--- src/rtl/onehot_sequencer.sv ---
// Registered one-hot sequencer: an index register stepped, loaded or auto-advanced,
// with its decode on X. Defining ONEHOT_SEQ_THERMO_EN adds MODE for a thermometer decode.
`timescale 1ns/1ps
module onehot_sequencer #(
  parameter int unsigned SEL_W   = 3,
  parameter int unsigned DWELL   = 1,
  parameter int unsigned RST_IDX = 0
) (
  input  logic                    CLK,
  input  logic                    RST,
  input  logic                    EN,
  input  logic                    LOAD,
  input  logic [SEL_W-1:0]        SEL,
  input  logic                    STEP,
  input  logic                    DIR,
  input  logic                    RUN,
`ifdef ONEHOT_SEQ_THERMO_EN
  input  logic                    MODE,
`endif
  output logic [(1 << SEL_W)-1:0] X,
  output logic [SEL_W-1:0]        IDX,
  output logic                    WRAP
);

  localparam int unsigned OUT_W = 1 << SEL_W;
  localparam int unsigned CNT_W = (DWELL > 1) ? $clog2(DWELL) : 1;
  localparam logic [CNT_W-1:0] DWELL_LAST = CNT_W'(DWELL - 1);

  logic [SEL_W-1:0] idx_q, idx_d;
  logic [CNT_W-1:0] cnt_q, cnt_d;
  logic             wrap_q, wrap_d;
  logic [OUT_W-1:0] x_q, x_d;
  logic [OUT_W-1:0] onehot;
  logic             advance;
`ifdef ONEHOT_SEQ_THERMO_EN
  logic [OUT_W:0]   thermo_ext;
`endif

  always_comb begin
    idx_d   = idx_q;
    cnt_d   = '0;
    wrap_d  = 1'b0;
    advance = 1'b0;

    if (LOAD) begin
      idx_d = SEL;
    end else if (STEP) begin
      advance = 1'b1;
    end else if (RUN) begin
      if (cnt_q == DWELL_LAST) begin
        advance = 1'b1;
      end else begin
        cnt_d = cnt_q + 1'b1;
      end
    end

    // Index arithmetic wraps naturally modulo OUT_W; flag the wrap edge explicitly.
    if (advance) begin
      if (DIR) begin
        idx_d  = idx_q - 1'b1;
        wrap_d = (idx_q == '0);
      end else begin
        idx_d  = idx_q + 1'b1;
        wrap_d = &idx_q;
      end
    end

    onehot        = '0;
    onehot[idx_d] = 1'b1;

`ifdef ONEHOT_SEQ_THERMO_EN
    // Shifting the one-hot up and subtracting one sets every bit at or below idx_d.
    thermo_ext = {onehot, 1'b0} - (OUT_W + 1)'(1);
    x_d        = EN ? (MODE ? thermo_ext[OUT_W-1:0] : onehot) : '0;
`else
    x_d = EN ? onehot : '0;
`endif
  end

  always_ff @(posedge CLK) begin
    if (RST) begin
      idx_q  <= SEL_W'(RST_IDX);
      cnt_q  <= '0;
      wrap_q <= 1'b0;
      x_q    <= '0;
    end else begin
      idx_q  <= idx_d;
      cnt_q  <= cnt_d;
      wrap_q <= wrap_d;
      x_q    <= x_d;
    end
  end

  assign X    = x_q;
  assign IDX  = idx_q;
  assign WRAP = wrap_q;

endmodule

--- config.mk ---
export PLATFORM = sky130hd
export DESIGN_NAME = onehot_sequencer
export DESIGN_NICKNAME = d
export VERILOG_FILES = /design/src/rtl/onehot_sequencer.sv
export SDC_FILE = /design/constraint.sdc
export NUM_CORES = 1
export LEC_CHECK = 0
export CAP_MARGIN = 30
export CORE_MARGIN = 2
export CORE_UTILIZATION = 40
export CTS_CLUSTER_DIAMETER = 80
export CTS_CLUSTER_SIZE = 25
export DETAILED_ROUTE_END_ITERATION = 8
export PLACE_DENSITY = 0.79
export SETUP_SLACK_MARGIN = 0.3
export SYNTH_ARGS = -nofsm -noshare
export SYNTH_HDL_FRONTEND = slang
export SYNTH_SLANG_ARGS = --single-unit
--- constraint.sdc ---
create_clock -name CLK -period 2.1 [get_ports CLK]
set_clock_uncertainty 0.2 [all_clocks]
set_input_delay 0.315 -clock CLK [delete_from_list [all_inputs] [get_ports CLK]]
set_output_delay 0.315 -clock CLK [all_outputs]
set_load 0.05 [all_outputs]
==> results by group <==
Worst setup path
  – Critical Path RT: between 2 and 2.5 ns
  – Crit path launch type: flip-flop
  – Crit Path Max Fanout: 6
  – Critical Path AT: around 2.1 ns
  – CP Buf/Inv Count: 1
  – Crit-path cells: fa_2, xnor2_4, a21o_1, a221oi_4, buf_6, and4bb_1
  – CP max stage cell: fa_2
  – Crit-path leading delay family: compound AO/OA/AOI/OAI gates
  – Critical setup path kind: reg -> reg
  – Crit. End Element: flip-flop
  – Worst path max stage delay: approximately 0.43 ns

Clock network
  – Clock sinks: 13
  – H-tree levels: 1
  – CTS buffer count: 3
  – Clock root cell: clkbuf_4
  – Worst-Skew Late Latency: roughly 0.29 ns
  – CTS tree: built
  – CTS Buffer Depth: 2
  – CTS clk-pin slew, worst paths: around 0.090 ns

STA
  – Endpoints failing setup: 0
  – Final period utilization: 0.987
  – Max-slew violation count: 0
  – RSZ-0062 raised after global routing: yes
  – Final WS setup: roughly 0.027 ns
  – Minimum clock period: 2.07 ns
  – Slew of the pin with the lowest slew margin: 0.519 ns
  – Peak Freq: between 400 and 500 MHz
  – Final hold violations: 0
  – Max-slew headroom: 0.651

Placed design
  – IO buf count: 21
  – Worst slack, placed: -0.368 ns
  – Placed insts: 100
  – Gp weighted congestion: a little under 0.8
  – DP Wirelength: roughly 1100 um

Layout
  – Diodes inserted: 0
  – Synthesis-to-layout area growth: 62.1%
  – Post-route insts no fill: approximately 110
  – Ratio of cells with drive above 1 in the final layout: 0.319
  – Nets: a little over 100
  – Most frequent cells in the layout: 11 x dfxtp_1, 11 x dlygate4sd2_1, 10 x buf_4

Pwr
  – Leak Pwr: ~0.41 nW
  – Flop pwr share: 0.421
  – Power per Cell Area: between 600 and 700 nW/um2
  – Logic pwr share: 0.323
  – Clk pwr share: 0.256
  – Sw Pwr: ~0.00021 W
  – Internal power: around 0.00042 W
  – Sw frac: 0.335
  – Maximum VDD drop: 0.000418 V

Global route
  – GRT overflow: 0
  – GRT Resource Usage Total: 0.201
  – Largest net degree at the start of global routing: 9
  – Vias in the first global route: 552
  – Initial antenna violation count: 0
  – Global-route wire length before repair: between 2000 and 3000 um

Yosys
  – Syn_nets: ~70
  – Synth warn: 0
  – Synthesized area per cell: roughly 11 um2
  – FF+latch count, synth: 13
  – Sequential area share after synthesis: 0.431
  – Synth Instances: 57
  – Top-area cell type share of the netlist area: 0.431
  – Synth top area cells: dfxtp_1 43%, a2111oi_4 4.6%, a221oi_4 4.3%
  – Distinct cells, synth: 30
  – Cell taking the most area after synthesis: dfxtp_1
  – Syn Std Cell Area: between 600 and 700 um2

Detailed routing
  – WL/cell: 15.6 um
  – Final wirelength: 1670 um
  – Antenna Violating Nets Remaining: 0
  – Vias: ~590
  – DR iter-0 viols: 21
  – DR top layer: met4
  – Met2 routed WL: between 800 and 900 um
  – Post-route DRC: 0
  – Met1 Wirelength: 725 um
  – Detailed Routing Iterations Pass 1: 5
  – DR vias/cell: around 5.5
  – Met3 wire length: approximately 100 um

Min path
  – Hold crit path type: in -> reg

Die
  – Die footprint: around 1800 um2
  – Die Span Y: between 40 and 50 um
  – Row cnt: 14
  – Core Area: approximately 1500 um2
  – Ports: 22
  – Initial core utilization: 0.416
  – Die Wd: 42.9 um

Run status
  – Status: finished, final reports clean

Run
  – Max-cap violations: 0
metal layers:
layer,vias up,global-route usage
li1,283,-
met1,277,0.245
met2,21,0.312
met3,4,0.0468
met4,0,0.131
met5,-,0
final timing paths:
| kind | from | end | slack [ns] | depth (start not counted) |
|---|---|---|---|---|
| min | DIR | WRAP | 0.43 | 4 |
| max | IDX[1] | X[0] | 0.03 | 6 |
| max reg2reg | IDX[1] | X[0] | 0.03 | 6 |
| min reg2reg | IDX[2] | WRAP | 0.44 | 2 |
power by group through the flow:
stage	sequential, W	clock, W	combinational, W
floorplan	0.000309	0	0.0000755
detailed placement	0.000275	0	0.000180
CTS	0.000267	0.000169	0.000189
finish	0.000267	0.000163	0.000205
global route	0.000268	0.000174	0.000217
global placement	0.000275	0	0.000177
logic make-up (layout without fill, tap and decap cells):
logic type	after synthesis	in the layout	share of synthesized area
flops	13	13	0.431
fa+ha+maj	1	1	0.0331
other cells	1	1	0.00621
simple gates	23	23	0.250
xor+xnor	2	2	0.0290
compound gates	13	13	0.224
buf+inv	4	38	0.0269
sequential cells by signal (all words and copies together) (netlist names):
register	flops
X	8
cnt_q	1
IDX	3
WRAP	1
final cells by class:
cell class	instances	area, um2
sequential	13	268
multi-input combinational	40	380
timing repair buffer	31	274
inverter	3	11.3
clock buffer	4	26.3
fill	122	474
tap	16	20.0
worst reg2reg max path, delay by kind of cell, from the launching register on:
kind	cells	cell delay, ns
buffers and inverters	1	0.17
AO/OA/AOI/OAI	2	0.48
XOR/XNOR	1	0.16
AND/OR/NAND/NOR	1	0.21
adder cells (fa/ha/maj)	1	0.43
flip-flops	1	0.37
synthesized netlist by cell type:
| cell | count |
|---|---|
| a211o_1 | 1 |
| fa_1 | 1 |
| a221oi_4 | 1 |
| dfxtp_1 | 13 |
| nor3b_1 | 2 |
| nor2_1 | 4 |
| inv_2 | 1 |
| nand2b_1 | 2 |
| conb_1 | 1 |
| nand2_1 | 1 |
| a21o_1 | 1 |
| a2111oi_1 | 1 |
| o31ai_1 | 1 |
| nor2b_1 | 4 |
| or4b_1 | 1 |
| xnor2_1 | 2 |
| and4bb_1 | 1 |
| o311a_1 | 1 |
| nor4_1 | 2 |
| a21oi_1 | 2 |
| a21boi_1 | 1 |
| buf_2 | 1 |
| nor4_2 | 1 |
| o21ai_0 | 1 |
| nand4b_1 | 2 |
| a31oi_1 | 1 |
| o31a_1 | 1 |
| a2111oi_4 | 1 |
| nor3_1 | 3 |
| inv_1 | 2 |
through the flow:
step	utilization	TNS [ns]	total power [W]	instance area, um2	hold WS [ns]
2_1_floorplan	-	0	0.000384	632	0.177
3_3_place_gp	0.624	-2.50	0.000452	907	0.358
3_5_place_dp	0.624	-2.87	0.000456	907	0.359
4_1_cts	0.651	0	0.000625	947	0.418
5_1_grt	0.674	-0.0340	0.000660	980	0.485
6_report	0.674	0	0.000635	980	0.430
repair_timing:
| item | in CTS | in global routing |
|---|---|---|
| hold buffers | 0 | 0 |
| pin swaps | 5 | 1 |
| gates resized for setup | 16 | 5 |
| setup buffers | 2 | 1 |
| endpoints found under the setup margin | 21 | 10 |
(Power assumes the default switching activity.)
